[src/rtl/collision_sequencer.sv]
// Two-snake collision evaluator: snapshots both snakes on a tick, walks segment
// indices one per cycle, then latches per-snake stop flags, winner and game-over.
module collision_sequencer #(
    parameter int SEGS    = 10,
    parameter int MAX_LEN = 16,
    parameter int NUM_LEN = 10
) (
    input  logic                    clk,
    input  logic                    rst,
    input  logic                    start,
    input  logic                    tick,
    input  logic [SEGS*MAX_LEN-1:0] snake1,
    input  logic [SEGS*MAX_LEN-1:0] snake2,
    input  logic [3:0]              len1,
    input  logic [3:0]              len2,
    output logic                    busy,
    output logic                    done,
    output logic                    should_stop1,
    output logic                    should_stop2,
    output logic                    game_over,
    output logic [1:0]              winner,
    output logic                    overrun
);

    localparam int CW = $clog2(SEGS + 1);

    typedef enum logic [2:0] {
        S_IDLE,
        S_RUN,
        S_SCAN,
        S_RESOLVE,
        S_OVER
    } state_t;

    typedef logic [NUM_LEN-1:0] coord_t;

    state_t          state_q, state_d;
    logic   [CW-1:0] cnt_q, cnt_d;
    logic   [CW-1:0] len1_q, len1_d;
    logic   [CW-1:0] len2_q, len2_d;
    logic   [CW-1:0] lmax_q, lmax_d;
    logic            hit1_q, hit1_d;
    logic            hit2_q, hit2_d;
    logic            stop1_q, stop1_d;
    logic            stop2_q, stop2_d;
    logic            over_q, over_d;
    logic   [1:0]    winner_q, winner_d;
    logic            overrun_q, overrun_d;
    logic            done_pend_q, done_pend_d;
    logic            done_q, done_d;
    coord_t          seg1_q [SEGS];
    coord_t          seg1_d [SEGS];
    coord_t          seg2_q [SEGS];
    coord_t          seg2_d [SEGS];

    coord_t          in1 [SEGS];
    coord_t          in2 [SEGS];
    coord_t          cur1, cur2;
    logic            idx_hit1, idx_hit2;
    logic   [CW-1:0] eff1, eff2;

    // Only the low NUM_LEN bits of each segment slot carry a coordinate.
    for (genvar g = 0; g < SEGS; g++) begin : g_unpack
        assign in1[g] = snake1[g*MAX_LEN +: NUM_LEN];
        assign in2[g] = snake2[g*MAX_LEN +: NUM_LEN];
        if (MAX_LEN > NUM_LEN) begin : g_pad
            logic unused_pad;
            assign unused_pad = ^{snake1[g*MAX_LEN+NUM_LEN +: MAX_LEN-NUM_LEN],
                                  snake2[g*MAX_LEN+NUM_LEN +: MAX_LEN-NUM_LEN]};
        end
    end

    function automatic logic [CW-1:0] clamp_len(input logic [3:0] l);
        if (l == 4'd0)
            return CW'(1);
        else if (int'(l) > SEGS)
            return CW'(SEGS);
        else
            return CW'(l);
    endfunction

    assign eff1 = clamp_len(len1);
    assign eff2 = clamp_len(len2);

    // Per-index compare; k=0 cross compare makes a head-on collision hit both.
    always_comb begin
        cur1 = '0;
        cur2 = '0;
        for (int i = 0; i < SEGS; i++) begin
            if (cnt_q == CW'(i)) begin
                cur1 = seg1_q[i];
                cur2 = seg2_q[i];
            end
        end
        idx_hit1 = ((seg1_q[0] == cur2) && (cnt_q < len2_q)) ||
                   ((seg1_q[0] == cur1) && (cnt_q != '0) && (cnt_q < len1_q));
        idx_hit2 = ((seg2_q[0] == cur1) && (cnt_q < len1_q)) ||
                   ((seg2_q[0] == cur2) && (cnt_q != '0) && (cnt_q < len2_q));
    end

    always_comb begin
        state_d     = state_q;
        cnt_d       = cnt_q;
        len1_d      = len1_q;
        len2_d      = len2_q;
        lmax_d      = lmax_q;
        hit1_d      = hit1_q;
        hit2_d      = hit2_q;
        stop1_d     = stop1_q;
        stop2_d     = stop2_q;
        over_d      = over_q;
        winner_d    = winner_q;
        overrun_d   = overrun_q;
        done_pend_d = 1'b0;
        done_d      = done_pend_q;
        seg1_d      = seg1_q;
        seg2_d      = seg2_q;

        unique case (state_q)
            S_IDLE: begin
                if (start)
                    state_d = S_RUN;
            end
            S_RUN: begin
                if (tick) begin
                    state_d = S_SCAN;
                    seg1_d  = in1;
                    seg2_d  = in2;
                    len1_d  = eff1;
                    len2_d  = eff2;
                    lmax_d  = (eff1 > eff2) ? eff1 : eff2;
                    cnt_d   = '0;
                    hit1_d  = 1'b0;
                    hit2_d  = 1'b0;
                end
            end
            S_SCAN: begin
                hit1_d = hit1_q | idx_hit1;
                hit2_d = hit2_q | idx_hit2;
                cnt_d  = cnt_q + CW'(1);
                if (cnt_q == lmax_q - CW'(1))
                    state_d = S_RESOLVE;
                if (tick)
                    overrun_d = 1'b1;
            end
            S_RESOLVE: begin
                stop1_d     = hit1_q;
                stop2_d     = hit2_q;
                winner_d    = {hit1_q, hit2_q};
                over_d      = hit1_q | hit2_q;
                done_pend_d = 1'b1;
                state_d     = (hit1_q | hit2_q) ? S_OVER : S_RUN;
                if (tick)
                    overrun_d = 1'b1;
            end
            S_OVER: begin
                // A tick in the same cycle as start is deliberately not sampled.
                if (start) begin
                    state_d   = S_RUN;
                    stop1_d   = 1'b0;
                    stop2_d   = 1'b0;
                    winner_d  = 2'b00;
                    over_d    = 1'b0;
                    overrun_d = 1'b0;
                end
            end
            default: state_d = S_IDLE;
        endcase
    end

    always_ff @(posedge clk or posedge rst) begin
        if (rst) begin
            state_q     <= S_IDLE;
            cnt_q       <= '0;
            len1_q      <= '0;
            len2_q      <= '0;
            lmax_q      <= '0;
            hit1_q      <= 1'b0;
            hit2_q      <= 1'b0;
            stop1_q     <= 1'b0;
            stop2_q     <= 1'b0;
            over_q      <= 1'b0;
            winner_q    <= 2'b00;
            overrun_q   <= 1'b0;
            done_pend_q <= 1'b0;
            done_q      <= 1'b0;
            for (int i = 0; i < SEGS; i++) begin
                seg1_q[i] <= '0;
                seg2_q[i] <= '0;
            end
        end else begin
            state_q     <= state_d;
            cnt_q       <= cnt_d;
            len1_q      <= len1_d;
            len2_q      <= len2_d;
            lmax_q      <= lmax_d;
            hit1_q      <= hit1_d;
            hit2_q      <= hit2_d;
            stop1_q     <= stop1_d;
            stop2_q     <= stop2_d;
            over_q      <= over_d;
            winner_q    <= winner_d;
            overrun_q   <= overrun_d;
            done_pend_q <= done_pend_d;
            done_q      <= done_d;
            seg1_q      <= seg1_d;
            seg2_q      <= seg2_d;
        end
    end

    assign busy         = (state_q == S_SCAN) || (state_q == S_RESOLVE);
    assign done         = done_q;
    assign should_stop1 = stop1_q;
    assign should_stop2 = stop2_q;
    assign game_over    = over_q;
    assign winner       = winner_q;
    assign overrun      = overrun_q;

endmodule
[config.mk]
export PLATFORM = sky130hd
export DESIGN_NAME = collision_sequencer
export DESIGN_NICKNAME = d
export VERILOG_FILES = /design/src/rtl/collision_sequencer.sv
export SDC_FILE = /design/constraint.sdc
export NUM_CORES = 1
export LEC_CHECK = 0
export CORE_MARGIN = 5
export CORE_UTILIZATION = 44
export CTS_CLUSTER_DIAMETER = 100
export DETAILED_ROUTE_END_ITERATION = 8
export GPL_TIMING_DRIVEN = 0
export PLACE_DENSITY = 0.77
export SLEW_MARGIN = 0
export SYNTH_ARGS = -nofsm -noshare
export SYNTH_HDL_FRONTEND = slang
export SYNTH_SLANG_ARGS = --single-unit
export TNS_END_PERCENT = 20
[constraint.sdc]
create_clock -name clk -period 7.65 [get_ports clk]
set_input_delay 1.1475 -clock clk [delete_from_list [all_inputs] [get_ports clk]]
set_output_delay 1.1475 -clock clk [all_outputs]
set_load 0.05 [all_outputs]
# Yosys cells after proc, flatten, opt, wreduce, memory -nomap -nowiden
# Cells that the tools add are included.
# W data, S select, Z words.
[op_classes]
order_cmp = 5
add_sub_neg = 2
muxes = 44
n_eq_ne = 23
bitwise_logic = 3
n_reduce_logical = 24
[op_table]
columns = ["op", "n"]
rows = [
  ["$mux W10", 20],
  ["$eq A10 B10 Y1", 4],
  ["$mux W4", 6],
  ["$eq A4 B3 Y1 const B", 4],
  ["$logic_not A4 Y1", 3],
  ["$mux W3", 4],
  ["$pmux W1 S2", 6],
  ["$pmux W3 S4", 1],
  ["$eq A4 B2 Y1 const B", 2],
  ["$eq A4 B4 Y1 const B", 2],
  ["$gt A4 B4 Y1 const B", 2],
  ["$lt A4 B4 Y1", 2],
  ["$pmux W4 S2", 1],
  ["$eq A3 B2 Y1 const B", 2],
  ["$logic_and A1 B1 Y1", 6],
  ["$ne A2 B2 Y1 const B", 3],
  ["$reduce_and A2 Y1", 3],
  ["$reduce_and A3 Y1", 2],
  ["$reduce_bool A2 Y1", 3],
  ["$add A4 B1 Y4 const B", 1],
  ["$eq A4 B1 Y1 const B", 1],
  ["$eq A4 B4 Y1", 1],
  ["$gt A4 B4 Y1", 1],
  ["$mux W1", 4],
  ["other kinds (11)", 17],
]
[totals]
wordCells = 135
register_bits = 229
output_inout_bits = 8

# Depth between registers and ports, before layout
# Gate-level depths: netlist (run 1).
[logic_depth]
depth_word = 17
mapped_depth = 14
mapped_depth_nobuf = 12

# Least setup slack after synthesis (run 1)
# No wires, ideal clock.
[synth_path]
path_type = "register to register"
from = "register cnt_q[0]"
to = "register hit1_q"
path_slack_ns = 4.781
path_buffers = 1
path_stages_with_launch = 13
required_time_ns = 7.584
synth_period_minus_slack_ns = 2.869
t_arrival_ns = 2.804
path_cell_list = "dfrtp_1 -> inv_1 -> ha_1 -> nor2b_1 -> buf_2 -> a221o_1 -> a2111oi_2 -> or3_1 -> nor2_1 -> a2111oi_2 -> nand4_1 -> o41ai_1 -> a31o_1"
[synth_between]
elab_chain_len = 17
elab_cells_between_ends = 41
classes_between = "2 x order compare; 11 x eq/ne; 21 x mux; 1 x bitwise; 6 x reduce/logical"
[synth_rtl]
columns = ["element", "line_no", "text"]
rows = [
  ["start: declaration", "38", "logic [CW-1:0] cnt_q, cnt_d;"],
  ["start signal: assignment", "193", "cnt_q <= cnt_d;"],
  ["$logic_not A4 Y1", "90", "if (cnt_q == CW'(i)) begin"],
  ["$mux W10 (10 in a row)", "90", ""],
  ["$eq A10 B10 Y1", "96", "((seg1_q[0] == cur1) && (cnt_q != '0) && (cnt_q < len1_q));"],
  ["$logic_and A1 B1 Y1 (2 in a row)", "96", ""],
  ["$logic_or A1 B1 Y1 *", "95", "idx_hit1 = ((seg1_q[0] == cur2) && (cnt_q < len2_q)) ||"],
  ["$or A1 B1 Y1 *", "138", "hit1_d = hit1_q | idx_hit1;"],
  ["$pmux W1 S2 *", "119", "unique case (state_q)"],
  ["end signal: assignment", "197", "hit1_q <= hit1_d;"],
  ["end: declaration", "42", "logic hit1_q, hit1_d;"],
]
# Every way passes the cells marked *; elsewhere a longest branch is shown, timed or not.
# A chain may end at the register's enable or synchronous reset.

# Worst setup path after layout (run 1)
[layout_path]
from = "register cnt_q[1]"
to = "register hit1_q"
# The elaborated chain is that of the path after synthesis.

==> results of run 1 <==
flip-flops by register name, indices dropped and copies added, names as in the netlist:
register,count
seg1_q,100
seg2_q,100
cnt_q,4
len1_q,4
len2_q,4
lmax_q,4
state_q,3
done,1
done_d,1
game_over,1
hit1_q,1
hit2_q,1
overrun,1
should_stop1,1
winner,1
power by group through the flow:
| stage | Combinational (W) | Sequential, W | Clock (W) |
|---|---|---|---|
| after floorplan | 0.00219 | 0.00205 | 0 |
| after global placement | 0.00317 | 0.00222 | 0 |
| after detailed placement | 0.00322 | 0.00223 | 0 |
| after CTS | 0.00324 | 0.00222 | 0.00120 |
| after global routing | 0.00360 | 0.00228 | 0.00124 |
| final | 0.00332 | 0.00223 | 0.00119 |
layout by cell type, fill, tap and decap left out, drive strengths merged, types with 10 or more instances in the layout:
cell | synthesis | final
nand2b | 16 | 16
nor2 | 38 | 38
a21oi | 58 | 58
ha | 15 | 15
xor2 | 10 | 10
clkdlybuf4s50 | 0 | 219
nand2 | 653 | 653
clkbuf | 71 | 102
xnor2 | 15 | 15
nand3 | 24 | 24
o22ai | 13 | 13
o21ai | 94 | 94
nor3 | 15 | 15
buf | 35 | 36
a221oi | 20 | 20
inv | 31 | 32
nor2b | 27 | 27
dfrtp | 227 | 227
nor4 | 10 | 10
metrics by stage:
step	util	total power [W]	worst slack, ns	hold slack (ns)
2_1_floorplan	-	0.00424	0.283	0.331
3_3_place_gp	0.544	0.00539	-2.29	0.335
3_5_place_dp	0.545	0.00545	3.66	0.336
4_1_cts	0.575	0.00665	3.64	0.359
5_1_grt	0.575	0.00712	3.42	0.377
6_report	0.575	0.00673	3.50	0.358
final cells by class:
type / instances / area, sq um
Buffer: 106 / 455
Clock buffer: 31 / 667
Clock inverter: 12 / 131
Fill cell: 2494 / 11500
Inverter: 31 / 124
Multi-Input combinational cell: 1151 / 5780
Sequential cell: 227 / 5680
Tap cell: 341 / 427
Timing Repair Buffer: 220 / 2220
worst register-to-register path, cell delays in order, from the launching register on:
cell      delay (ns)
dfrtp_1         0.47
inv_1           0.14
ha_1            0.29
buf_2           0.29
buf_2           0.32
buf_1           0.51
a221oi_1        0.21
o31ai_1         0.54
a32o_1          0.33
xnor2_1         0.14
o311ai_0        0.15
nor4_1          0.50
a31o_1          0.21
how the worst max path moves through the flow:
stage                         from         end  slack [ns]
after floorplan                rst    cnt_q[0]        0.28
after CTS                 cnt_q[0]      hit1_q        3.64
after global placement         rst  seg2_q[51]       -2.29
after detailed placement  cnt_q[0]      hit1_q        3.66
after global routing      cnt_q[0]      hit1_q        3.42
final                     cnt_q[1]      hit1_q        3.50
logic make-up (layout without fill, tap and decap cells):
kind of cell | count (synthesis) | count (layout) | share of synthesized area
AO/OA/AOI/OAI | 274 | 274 | 0.152
XOR/XNOR | 25 | 25 | 0.0182
adder cells (fa/ha/maj) | 16 | 16 | 0.0164
buffers and inverters | 137 | 400 | 0.0475
flip-flops | 227 | 227 | 0.472
multiplexers | 6 | 6 | 0.00541
AND/OR/NAND/NOR | 830 | 830 | 0.289
layer usage:
metal / up-vias / part of all wire
li1: 5544 / -
met1: 5694 / 0.42
met2: 616 / 0.45
met3: 97 / 0.094
met4: 0 / 0.034
met5: - / 0
==> run_results.csv, run 1 <==
group,metric,value,unit
worst_setup_path,timing.critical_path.buf_inv,4,
clock_network,cts_sinks,227,
logic_synthesis,syn-num-nets,1862,
run,maxCapViolations,0,
layout,syn_to_final_growth,28.7,%
logic_synthesis,synth_cell_types,77,
timing,slew_headroom,0.246,
worst_setup_path,worstSetupStartpointType,"register",
detailed_routing,postRouteAntennaNets,0,
detailed_routing,first_pass_iters,6,
placement,port_buffers,219,
layout,drive_gt1_frac,0.0489,
detailed_routing,routed_wirelength,45500,um
logic_synthesis,postSynthCellCount,1515,
global_routing,grtUsageMet2,0.452,
logic_synthesis,synth_top_flop_cell,"dfrtp_1",
worst_hold_path,min_path_cells,0,
detailed_routing,via_per_inst,5.64,
global_routing,grt-busiest-layer,"met2",
power,powerDensity,435,nW/um^2
power,leakagePower,7.32,nW
die,die_w,175,um
logic_synthesis,synth.area.top_cells,"dfrtp_1, nand2_1, o21ai_0",
timing,rsz0062_at_grt,"no",
worst_setup_path,cp.required,8.13,ns
placement,dp.cells,2076,
detailed_routing,vias,11951,
worst_hold_path,min_to,"done",
die,initial_core_util,0.446,
worst_setup_path,end_kind,"register",
power,sequentialPowerShare,0.332,
power,pwr-share-clk,0.176,
logic_synthesis,yosysMostFrequentCell,"nand2_1",
logic_synthesis,yosysWarningCount,0,
power,power_switching_share,0.455,
global_routing,grt_start_max_net_pins,118,
worst_setup_path,slowest_stage,"o31ai_1",
clock_network,cts_max_path_buffers,3,
global_routing,grt_pass1_vias,11681,
timing,tightestPinTransition,1.13,ns
clock_network,htree_levels,1,
logic_synthesis,synth_top_area_frac,0.472,
timing,period_share,0.542,
logic_synthesis,ys_seq_area_frac,0.472,
layout,nNetsFinal,2108,
global_routing,grt_antenna_before_repair,1,
worst_setup_path,crit_top_cell,"buf_2",
worst_setup_path,cp_top_family,"compound AO/OA/AOI/OAI gates",
worst_setup_path,reg2reg_to,"hit1_q",
global_routing,grt_use_met1,0.402,
timing,setup_tns,0,ns
logic_synthesis,ys_ff_latch,227,
logic_synthesis,avgSynthCellArea,7.94,sq um
power,p_switching,0.00306,W
worst_setup_path,max_stage_delay,0.53,ns
timing,hold_viol,0,
die,rows,60,
placement,hpwlAfterDp,34600,um
layout,stdcell_area,15500,sq um
layout,n_antenna_cell,0,
global_routing,grt_usage,0.288,
clock_network,clk_latency,0.53,ns
placement,gp_congestion,0.993,
clock_network,cts_setup_buffers,0,
worst_hold_path,hold_path.class,"reg2reg",
global_routing,grt_util_met3,0.0581,
worst_setup_path,cp.depth,12,
timing,report.final.slew_viol_count,0,
layout,instances_no_fill,2119,
detailed_routing,drt_iter0_drc,1312,
run_status,status,"finished, final reports clean",
worst_setup_path,r2r-start,"cnt_q[1]",
clock_network,postCtsResizedCells,0,
clock_network,path_clk_slew,0.07,ns
die,fp.dieArea,30800,sq um
logic_synthesis,async_flop_share,1.00,
placement,place_area,14700,sq um
worst_setup_path,cp_cell_sequence,"inv_1 > ha_1 > buf_2 > buf_2 > buf_1 > a221oi_1 > o31ai_1 > a32o_1 > xnor2_1 > o311ai_0 > nor4_1 > a31o_1",
timing,setup_viol,0,
die,pin_count,340,
clock_network,cts_root_buffer,"clkbuf_16",
timing,final.setup_skew,0.0141,ns
worst_setup_path,critPathMaxFanout,10,
global_routing,grt_pass1_wl,68400,um
worst_setup_path,worstPathArrival,4.62,ns
logic_synthesis,synth_edf_count,0,
worst_setup_path,crit_type,"reg2reg",
worst_setup_path,worstRegToRegCells,12,
logic_synthesis,synth_top_cell_by_area,"dfrtp_1",
clock_network,cts_tree,"built",
worst_hold_path,hold_start,"done_d",
logic_synthesis,syn_area,12000,sq um
power,vdd_drop_max,0.199,mV
logic_synthesis,synth_common_cells,"nand2_1, dfrtp_1, o21ai_0, clkbuf_1, a21oi_1",
timing,max_clock_freq,241,MHz
power,p_int,0.00367,W
global_routing,grt.overflow.total,0,
power,combPwrFrac,0.492,
detailed_routing,wl_per_cell,21.5,um
clock_network,cts_buffers,24,
worst_setup_path,rrSetupSlack,3.50,ns
die,die_h,175,um
die,core_area,27000,sq um
detailed_routing,drc,0,
clock_network,cts_hold_buffers,0,
timing,fin_crit,4.15,ns
Note: power is estimated with default switching activity, not from simulation.
==> run 2: changes to the inputs <==
--- a/config.mk
+++ b/config.mk
@@ -6,11 +6,11 @@
 export NUM_CORES = 1
 export LEC_CHECK = 0
 export CORE_MARGIN = 5
-export CORE_UTILIZATION = 44
+export CORE_UTILIZATION = 49
 export CTS_CLUSTER_DIAMETER = 100
 export DETAILED_ROUTE_END_ITERATION = 8
 export GPL_TIMING_DRIVEN = 0
-export PLACE_DENSITY = 0.77
+export PLACE_DENSITY = 0.82
 export SLEW_MARGIN = 0
 export SYNTH_ARGS = -nofsm -noshare
 export SYNTH_HDL_FRONTEND = slang
==> constraint.sdc (replaced) <==
create_clock -name clk -period 4.1 [get_ports clk]
set_input_delay 0.615 -clock clk [delete_from_list [all_inputs] [get_ports clk]]
set_output_delay 0.615 -clock clk [all_outputs]
set_load 0.05 [all_outputs]
==> run 2 against run 1 <==
Effect of this change: the run now ends with design-rule violations left; clock skew down 0.0017 ns; design area increased by 0.15%; highest routed layer is now met5; combinational power up 88%; core utilization is 6.5 points higher; final cell count shrank 0.76%; largest cell class unchanged; via count increased by 1.3%.
==> run_results.csv, run 2 (synthesis results as in run 1) <==
group,metric,value,unit
layout,top_regs,"seg1_q: 100 flops, seg2_q: 100 flops",
power,leakagePower,7.33,nW
power,powerDensity,812,nW/um^2
global_routing,grt_antenna_before_repair,1,
global_routing,grt_start_max_net_pins,46,
timing,fin_crit,3.93,ns
timing,max_clock_freq,255,MHz
clock_network,htree_levels,1,
clock_network,clk_latency,0.52,ns
detailed_routing,via_per_inst,5.76,
clock_network,cts_hold_buffers,0,
run_status,status,"finished with violations",
layout,stdcell_area,15500,sq um
worst_setup_path,worstSetupStartpointType,"register",
global_routing,grt_pass1_wl,69100,um
clock_network,cts_root_buffer,"clkbuf_16",
layout,n_fill_cell,2012,
run_status,violations,"design-rule violations",
clock_network,path_clk_slew,0.07,ns
die,fp.dieArea,27800,sq um
placement,place_area,14700,sq um
layout,n_antenna_cell,0,
global_routing,grt.overflow.total,0,
layout,fin_util,0.640,
clock_network,cts_max_path_buffers,3,
clock_network,cts_buffers,23,
timing,slew_headroom,0.269,
die,initial_core_util,0.496,
layout,drive_gt1_frac,0.0506,
detailed_routing,postRouteAntennaNets,0,
detailed_routing,drc,1,
die,die_w,167,um
clock_network,cts_tree,"built",
clock_network,cts_sinks,227,
detailed_routing,first_pass_iters,9,
worst_setup_path,worstPathArrival,4.39,ns
layout,seqCellArea,5680,sq um
timing,worst_slack,0.173,ns
die,pin_count,340,
detailed_routing,drt_iter0_drc,1472,
timing,final.setup_skew,0.0124,ns
run,maxCapViolations,0,
worst_setup_path,critPathMaxFanout,10,
layout,final_common_cell,"nand2_1",
die,core_area,24200,sq um
worst_setup_path,end_kind,"register",
worst_setup_path,crit_type,"reg2reg",
die,die_h,167,um
global_routing,grt_usage,0.316,
layout,final_cell_mix,"nand2_1, dfrtp_1, clkdlybuf4s50_1",
placement,hpwlAfterDp,34100,um
timing,setup_tns,0,ns
placement,port_buffers,219,
timing,period_share,0.958,
timing,setup_viol,0,
detailed_routing,wl_per_cell,21.5,um
layout,multiInputGateArea,5780,sq um
placement,pre_cts_ws,0.137,ns
placement,dp.cells,2063,
global_routing,grt_pass1_vias,12052,
placement,gp_congestion,0.988,
timing,rsz0062_at_grt,"no",
timing,hold_viol,0,
power,vdd_drop_max,0.378,mV
timing,tightestPinTransition,1.10,ns
detailed_routing,routed_wirelength,45100,um
die,rows,57,
timing,report.final.slew_viol_count,0,
layout,syn_to_final_growth,28.9,%
worst_hold_path,hold_path.class,"reg2reg",
detailed_routing,vias,12106,
layout,nNetsFinal,2111,
layout,instances_no_fill,2103,
worst_setup_path,cp.required,4.56,ns
run 2: changes by cell type in the layout (fill, tap and decap cells not counted), sizes merged:
cell	delta
clkinvlp	+2
clkinv	-4
clkbuf	-1
bufinv	+1
buf	+3
run 2: metrics by stage:
step | hold WS (ns) | total power [W]
floorplan | 0.331 | 0.00792
global placement | 0.334 | 0.0100
detailed placement | 0.340 | 0.0101
CTS | 0.362 | 0.0124
global route | 0.364 | 0.0133
finish | 0.359 | 0.0126
run 2: final timing paths:
path                            cells past startpoint    endpoint  slack, ns  startpoint
max in group asynchronous                           4  seg1_q[59]       2.63         rst
worst max-delay path                               13      hit2_q       0.17    cnt_q[1]
worst min-delay path                                0        done       0.36      done_d
worst max register to register                     13      hit2_q       0.17    cnt_q[1]
worst min register to register                      0        done       0.36      done_d
min in group asynchronous                           2   lmax_q[1]       0.54         rst
run 2: repair_timing:
item,CTS,global route
gates resized for setup,0,3
hold endpoints to repair,0,0
buffers inserted,0,0
setup endpoints to repair,0,2
run 2: per-layer routing:
layer | GRT usage | wire length (um) | vias up
li1 | - | - | 5542
met1 | 0.432 | 18300 | 5658
met2 | 0.490 | 19800 | 755
met3 | 0.0723 | 4700 | 149
met4 | 0.129 | 2310 | 2
met5 | 0 | 14 | -
run 2: layout make-up:
| class | count | share of cell area |
|---|---|---|
| plain buffers | 106 | 0.0295 |
| clock buffers | 29 | 0.0405 |
| clock inverters | 11 | 0.00928 |
| inverters | 31 | 0.00775 |
| multi-input cells | 1151 | 0.373 |
| flip-flops and latches | 227 | 0.366 |
| well taps | 324 | 0.0261 |
| repair buffers | 224 | 0.148 |
run 2: critical path: stages, from the launching register on:
cell and delay (ns):
dfrtp_1 0.51, inv_1 0.13, ha_1 0.27, buf_2 0.23, inv_2 0.19, clkbuf_1 0.59
o21ai_0 0.23, a21o_1 0.22, a31oi_1 0.41, a21oi_1 0.13, xnor2_1 0.15, nor4_1 0.40
a32o_1 0.29, a31o_1 0.11
run 2: where the power goes:
part / internal [W] / total [W] / switching [W]
combinational: 0.00231 / 0.00624 / 0.00393
sequential: 0.00327 / 0.00417 / 0.000905
clock: 0.00128 / 0.00218 / 0.000904
==> run 3: changes to the inputs <==
--- a/config.mk
+++ b/config.mk
@@ -8,6 +8,7 @@
 export CORE_MARGIN = 5
 export CORE_UTILIZATION = 49
 export CTS_CLUSTER_DIAMETER = 100
+export CTS_CLUSTER_SIZE = 25
 export DETAILED_ROUTE_END_ITERATION = 8
 export GPL_TIMING_DRIVEN = 0
 export PLACE_DENSITY = 0.82
==> run 3 against run 2 <==
Effect of this change: the flow still finishes with violations (design-rule violations); design area fell by 2.5%; clock skew rose by 0.018 ns; count of clock-buffer cells in the layout is 15 lower; core utilization shrank 1.6 points; sequential power barely moved; die area is the same; largest cell class unchanged; highest routed layer is now met4.
==> run_results.csv, run 3 (synthesis results as in run 1) <==
group,metric,value,unit
worst_setup_path,r2r-start,"cnt_q[1]",
worst_setup_path,cp_cell_sequence,"inv_1 > ha_1 > buf_2 > inv_2 > clkbuf_1 > o21ai_0 > a21o_1 > a31oi_1 > a21oi_1 > xnor2_1 > nor4_1 > a32o_1 > a31o_1",
placement,gp_congestion,0.988,
worst_setup_path,worstSetupStartpointType,"register",
detailed_routing,vias,11921,
layout,instances_no_fill,2080,
timing,setup_tns,0,ns
run,maxCapViolations,0,
worst_hold_path,hold_path.class,"reg2reg",
placement,port_buffers,219,
die,initial_core_util,0.496,
worst_setup_path,worstSetupStartpoint,"cnt_q[1]",
worst_setup_path,critPathMaxFanout,10,
worst_setup_path,cp.required,4.52,ns
layout,n_fill_cell,2088,
clock_network,postCtsResizedCells,0,
timing,period_share,0.976,
worst_setup_path,crit_type,"reg2reg",
detailed_routing,postRouteAntennaNets,0,
worst_setup_path,reg2reg_to,"hit2_q",
layout,syn_to_final_growth,25.6,%
power,leakagePower,7.13,nW
global_routing,grt_usage,0.311,
timing,final.setup_skew,0.0308,ns
detailed_routing,via_per_inst,5.73,
layout,final_cell_mix,"nand2_1, dfrtp_1, clkdlybuf4s50_1",
timing,slew_headroom,0.268,
die,rows,57,
worst_setup_path,worstPathArrival,4.42,ns
die,die_w,167,um
worst_setup_path,cp.depth,13,
run_status,status,"finished with violations",
clock_network,path_clk_slew,0.10,ns
clock_network,cts_root_buffer,"clkbuf_16",
global_routing,grt_start_max_net_pins,46,
placement,dp.cells,2063,
worst_setup_path,timing.critical_path.buf_inv,4,
clock_network,cts_sinks,227,
run_status,violations,"design-rule violations",
detailed_routing,first_pass_iters,9,
timing,max_clock_freq,250,MHz
global_routing,grt_antenna_before_repair,1,
clock_network,cts_tree,"built",
layout,drive_gt1_frac,0.0387,
detailed_routing,wl_per_cell,21.3,um
die,pin_count,340,
layout,seqCellArea,5680,sq um
global_routing,grt.overflow.total,0,
power,vdd_drop_max,0.386,mV
clock_network,cts_setup_buffers,0,
die,fp.dieArea,27800,sq um
die,core_area,24200,sq um
timing,report.final.slew_viol_count,0,
placement,hpwlAfterDp,34100,um
worst_setup_path,max_stage_delay,0.59,ns
worst_setup_path,slowest_stage,"clkbuf_1",
global_routing,grt_pass1_vias,11809,
clock_network,htree_levels,1,
die,die_h,167,um
layout,top_regs,"seg1_q: 100 flops, seg2_q: 100 flops",
timing,fin_crit,4.00,ns
power,powerDensity,777,nW/um^2
timing,rsz0062_at_grt,"no",
worst_setup_path,worstRegToRegCells,13,
clock_network,cts_max_path_buffers,3,
timing,setup_viol,0,
timing,hold_viol,0,
detailed_routing,routed_wirelength,44300,um
timing,tightestPinTransition,1.10,ns
detailed_routing,drt_iter0_drc,1548,
clock_network,cts_hold_buffers,0,
layout,multiInputGateArea,5780,sq um
layout,nNetsFinal,2101,
worst_setup_path,end_kind,"register",
detailed_routing,drc,1,
worst_setup_path,cp_top_family,"compound AO/OA/AOI/OAI gates",
worst_setup_path,worstSetupEndpoint,"hit2_q",
global_routing,grt_pass1_wl,68000,um
worst_setup_path,rrSetupSlack,0.1,ns
clock_network,clk_latency,0.51,ns
clock_network,cts_buffers,13,
layout,final_common_cell,"nand2_1",
==> run 3: worst min path at each step <==
stage	start	endpoint	slack [ns]	cells past startpoint
final	done_d	done	0.36	0
after CTS	done_d	done	0.36	0
after global placement	done_d	done	0.33	0
after global routing	done_d	done	0.38	0
after detailed placement	done_d	done	0.34	0
after floorplan	done_d	done	0.33	0
==> run 3: worst reg2reg max path, delay by kind of cell (launching register included) <==
kind                       cells  cell delay [ns]
buffers and inverters          4             1.14
AOI/OAI and AO/OA              6             1.46
and+or+nand+nor                1             0.41
adders and majority gates      1             0.28
xor gates and xnor gates       1             0.15
DFF                            1             0.52
==> run 3: report_power, final <==
group	leakage, nW	switching [W]	internal, W
Sequential	2.85	0.000897	0.00326
Clock	0.183	0.000764	0.000613
Combinational	4.10	0.00391	0.00231
Total	7.13	0.00557	0.00618
==> run 3: through the flow <==
step,setup WS [ns],hold WS [ns],utilization,area (sq um),power (W)
3_5_place_dp,0.137,0.340,0.608,14700,0.0101
2_1_floorplan,0.519,0.331,-,12000,0.00792
3_3_place_gp,-1.00,0.334,0.603,14600,0.0100
5_1_grt,0.0152,0.376,0.623,15100,0.0125
6_report,0.0985,0.359,0.623,15100,0.0117
4_1_cts,0.139,0.362,0.623,15100,0.0115
==> run 3: cell type report <==
cell class,count,share of cell area
Antenna cell,1,0.000166
Buffer,106,0.0302
Clock buffer,14,0.0224
Clock inverter,2,0.00257
Inverter,31,0.00795
Multi-Input combinational cell,1151,0.382
Sequential cell,227,0.376
Tap cell,324,0.0268
Timing Repair Buffer,224,0.152
==> run 3: per-layer routing <==
layer | track usage | wire length (um)
met3 | 0.0718 | 4940
met4 | 0.113 | 1990
met2 | 0.482 | 19500
met1 | 0.430 | 17900
met5 | 0 | 0
==> RTL change 1: new RTL, settings of run 3 <==
Register the input `snake1` before use, without a reset. The logic sees it one clock later. The other inputs are not delayed to match.
--- a/src/rtl/collision_sequencer.sv
+++ b/src/rtl/collision_sequencer.sv
@@ -34,6 +34,12 @@
 
     typedef logic [NUM_LEN-1:0] coord_t;
 
+    logic [SEGS*MAX_LEN-1:0] snake1_q;
+
+    always_ff @(posedge clk) begin
+        snake1_q <= snake1;
+    end
+
     state_t          state_q, state_d;
     logic   [CW-1:0] cnt_q, cnt_d;
     logic   [CW-1:0] len1_q, len1_d;
@@ -61,11 +67,11 @@
 
     // Only the low NUM_LEN bits of each segment slot carry a coordinate.
     for (genvar g = 0; g < SEGS; g++) begin : g_unpack
-        assign in1[g] = snake1[g*MAX_LEN +: NUM_LEN];
+        assign in1[g] = snake1_q[g*MAX_LEN +: NUM_LEN];
         assign in2[g] = snake2[g*MAX_LEN +: NUM_LEN];
         if (MAX_LEN > NUM_LEN) begin : g_pad
             logic unused_pad;
-            assign unused_pad = ^{snake1[g*MAX_LEN+NUM_LEN +: MAX_LEN-NUM_LEN],
+            assign unused_pad = ^{snake1_q[g*MAX_LEN+NUM_LEN +: MAX_LEN-NUM_LEN],
                                   snake2[g*MAX_LEN+NUM_LEN +: MAX_LEN-NUM_LEN]};
         end
     end
Formal check against the unedited RTL: not equivalent (Yosys sat finds a counterexample within 10 cycles, from zero or initial values and one cycle with rst high).
==> RTL change 1 against run 3 <==
- first-iteration DRC count is 9.4% lower
- maximum frequency down 1.1%
- critical endpoint unchanged
- combinational power grew 7.9%
- final area up 17%
- power rose by 18%
- highest routed layer is now met5
- sequential cell count rose by 100
- largest power group unchanged
- largest cell class is now flip-flops and latches
- worst setup slack lost 44 ps
- area after synthesis up 20%
- wire length increased by 16%
==> RTL change 1: results (changes against run 3) <==
Logic synthesis:
- The number of distinct standard cells referenced by the synthesized netlist is 96 (+25%).
- The area share of the largest cell type after synthesis was 0.393 (-0.0787).
- The share of synthesized flip-flops with an asynchronous set or reset was 0.694 (-0.306).
- The post-synthesis share of cell area spent on xor and xnor gates is 0.0164 (-0.00182).
- The compound-gate portion of the synthesized area is 0.145 (-0.00646).
- The share of synthesized area occupied by flip-flops and latches is 0.532 (+0.0600).
- After synthesis, the most frequently instantiated cells are 621 x nand2_1, 227 x dfrtp_1, 100 x dfxtp_1.
- The adder-cell share of the synthesized area was 0.0137 (-0.00274).
- By area the synthesized netlist is led by dfrtp_1 39%, nand2_1 16%, dfxtp_1 14%.
- The fraction of synthesized area in multiplexers is 0.00459 (-0.000815).

Hold path:
- The number of cells on the worst hold path is 0 (unchanged).

Layout:
- The share of layout cells above drive strength 1 is 0.0563 (+0.0175).
- The largest registers in the layout are seg1_q (100), seg2_q (100), snake1_q (100).
- The number of nets in the layout is 2219 (+5.6%).
- The number of antenna repair diodes is 0 (-1).

Power and ir drop:
- The maximum resistive drop on vdd is 0.000403 V (+4.3%).
- The internal power component came to 7580 uW (+23%).
- The combinational power is 6710 uW (+7.9%).
- The clock network power share is 0.132 (+0.015).
- The leakage power figure came to 0.00817 uW (+15%).

Global route:
- The global-route total usage across every layer is 0.303 (-0.00726).
- The number of global-route vias before repair is 13292 (+13%).

Placement:
- The count of buffers from port buffering is 219 (unchanged).
- The routability congestion estimate from global placement came to 1.04 (+5.3%).

CTS:
- The total CTS buffers came to 17 (+4).
- The count of H-tree levels built during CTS came to 1 (unchanged).

STA:
- The clock skew after layout is 35.0 ps (+4.24 ps).
- The transition at the pin with the smallest max-transition slack is 1040 ps (-54.4 ps).
- The worst hold slack was 362 ps (+3.28 ps).

Setup path:
- The cell type group with the largest total delay on the critical path is compound AO/OA/AOI/OAI gates.
- The critical path's largest stage delay is 640 ps (+50 ps).
- The arrival time at the worst endpoint is 4430 ps (about the same).
- The library cell contributing the largest single delay on the critical path is buf_1.
- The setup slack of the worst register-to-register path is 50 ps (-40 ps).

Status:
- The flow ran to the end, and the final reports show no timing, DRC or antenna violations.

Detailed routing:
- The iteration-0 DRC count of the detailed router is 1403 (-9.4%).
- The average routed wire per standard cell is 22.6 um (+6.1%).
- The number of search-and-repair iterations in the first detailed-routing pass came to 6 (-3).
RTL change 1: cell types whose count changed after synthesis, moves of 14 or more:
cell | before | now
nand3_1 | 24 | 9
o21ai_0 | 89 | 57
nand2_1 | 653 | 621
clkbuf_1 | 71 | 57
nor2_1 | 38 | 52
dfxtp_1 | 0 | 100
RTL change 1: what timing repair did:
| action | in CTS | in global routing |
|---|---|---|
| gates resized for setup | 0 | 2 |
| setup endpoints to repair | 0 | 2 |
| hold buffers | 0 | 0 |
RTL change 1: layout make-up:
cell class              count  area [sq um]
plain buffers             108           523
clock buffers              28           467
clock inverters             2          38.8
fillers                  2437         11200
inverters                  36           139
multi-input cells        1158          6100
flip-flops and latches    327          7680
well taps                 384           480
repair buffers            224          2290
RTL change 1: per-stage QoR:
| step | TNS (ps) | power [uW] | instances | utilization | setup slack [ps] |
|---|---|---|---|---|---|
| floorplan | 0 | 9290 | 1630 | - | 519 |
| global placement | -218300 | 11700 | 2233 | 0.591 | -986 |
| detailed placement | 0 | 11800 | 2238 | 0.595 | 77.7 |
| CTS | 0 | 13700 | 2268 | 0.612 | 41.4 |
| global route | 0 | 14600 | 2267 | 0.612 | 46.1 |
| finish | 0 | 13800 | 2267 | 0.612 | 54.7 |
RTL change 1: per-layer routing:
| layer | wire length (um) | share of wire | track usage | vias to the layer above |
|---|---|---|---|---|
| met3 | 4370 | 0.085 | 0.0604 | 156 |
| met2 | 23600 | 0.46 | 0.494 | 701 |
| met5 | 7 | 0.00014 | 0 | - |
| met4 | 2460 | 0.048 | 0.120 | 2 |
| met1 | 20800 | 0.41 | 0.401 | 6226 |
| li1 | - | - | - | 5920 |
==> RTL change 2: new RTL, settings of run 3 <==
Made on the original files. `SEGS`: 10 -> 11.
--- a/src/rtl/collision_sequencer.sv
+++ b/src/rtl/collision_sequencer.sv
@@ -1,7 +1,7 @@
 // Two-snake collision evaluator: snapshots both snakes on a tick, walks segment
 // indices one per cycle, then latches per-snake stop flags, winner and game-over.
 module collision_sequencer #(
-    parameter int SEGS    = 10,
+    parameter int SEGS    = 11,
     parameter int MAX_LEN = 16,
     parameter int NUM_LEN = 10
 ) (
Ports: changed (resized snake1 and snake2); port bits go from 340 to 372. The function was not compared with the original's and may differ.
==> RTL change 2 against run 3 <==
- final cell count rose by 6.7%
- critical path depth fell by 2
- sequential share of layout area fell by 0.21 points
- count of clock-buffer cells in the layout rose by 2
- synthesized cell count rose by 6.5%
- worst setup slack improved by 1.8 ps
- wire length rose by 19%
- area after synthesis rose by 9.2%
- final area rose by 9.4%
- combinational power rose by 6.8%
- power rose by 9.0%
- sequential cell count rose by 20
- highest routed layer unchanged
==> RTL change 2: results (changes against run 3) <==
Status:
- The run finished with clean final reports.

CTS:
- The total CTS buffers is 14 (+1).

Logic synthesis:
- The share of synthesized area occupied by flip-flops and latches is 0.470 (-0.00179).
- The post-synthesis net count is 1993 (+7.0%).
- The compound-gate portion of the synthesized area is 0.169 (+0.0172).
- The post-synthesis share of cell area spent on xor and xnor gates is 0.0173 (-0.000870).
- The number of distinct standard cells referenced by the synthesized netlist came to 84 (+9.1%).
- The adder-cell share of the synthesized area is 0.0143 (-0.00215).
- The fraction of synthesized area in multiplexers is 0.00457 (-0.000838).
- The instance count of the mapped netlist is 1614 (+6.5%).
- Sorting the synthesized cells by area gives the leading types as dfrtp_1 47%, nand2_1 19%, a21oi_1 2.8%.

Power and ir drop:
- The clock network power share is 0.119 (+0.002).
- The power dissipated by switching net loads is 6150 uW (+11%).
- The maximum resistive drop on vdd is 0.000428 V (+11%).
- The leakage power figure is 0.00776 uW (+8.8%).
- The share of total power consumed by net switching is 0.480 (+0.00653).
- The combinational power was 6640 uW (+6.8%).

Layout:
- The number of nets in the layout is 2255 (+7.3%).
- The largest registers in the layout are seg1_q (110), seg2_q (110).
- The filler cell count came to 2322 (+11%).
- The share of layout cells above drive strength 1 is 0.0458 (+0.00705).

STA:
- The transition at the pin with the smallest max-transition slack is 1230 ps (+131 ps).
- The clock skew after layout was 37.7 ps (+6.95 ps).
- The portion of the clock cycle consumed by the worst path in the final layout came to 0.976 (about the same).
- The worst hold slack is 360 ps (+1.36 ps).

Detailed routing:
- The detailed-route wire length came to 52700 um (+19%).
- The iteration-0 DRC count of the detailed router was 1541 (-0.45%).
- The total vias in the final route is 13120 (+10%).

Setup path:
- The critical path's largest stage delay is 660 ps (+70 ps).
- The arrival time at the worst endpoint is 4450 ps (+30 ps).
- The worst reg-to-reg path cell count was 11 (-2).
- For this design, the slowest cell found on the critical path is o21ai_1.

Global route:
- The global-route total usage across every layer is 0.336 (+0.0252).

Placement:
- The routability congestion estimate from global placement is 0.988 (about the same).
- The worst slack at placement is 29.1 ps (-108 ps).
- The estimated wirelength of the detail-placed design was 40900 um (+20%).
- The number of placed instances with taps included is 2200 (+6.6%).
- The count of buffers from port buffering was 239 (+9.1%).
- The area of placed instances is 16100 sq um (+9.2%).
## RTL change 2: what timing repair did
action | in CTS | in global routing
gates resized for setup | 0 | 12
setup buffers | 0 | 2
setup endpoints to repair | 0 | 2
## RTL change 2: final cells by class
cell class / count / area [sq um] / area share
inverter: 40 / 154 / 0.00931
multi-input combinational: 1215 / 6330 / 0.383
sequential: 247 / 6180 / 0.374
clock inverter: 2 / 32.5 / 0.00197
tap: 341 / 427 / 0.0258
buffer: 111 / 508 / 0.0307
antenna: 1 / 2.50 / 0.000151
timing repair buffer: 247 / 2530 / 0.153
clock buffer: 16 / 379 / 0.0229
## RTL change 2: layer usage
layer | part of all wire | GRT usage | routed length [um]
met1 | 0.41 | 0.462 | 21600
met2 | 0.45 | 0.525 | 23500
met3 | 0.099 | 0.0715 | 5210
met4 | 0.046 | 0.127 | 2420
met5 | 0 | 0 | 0
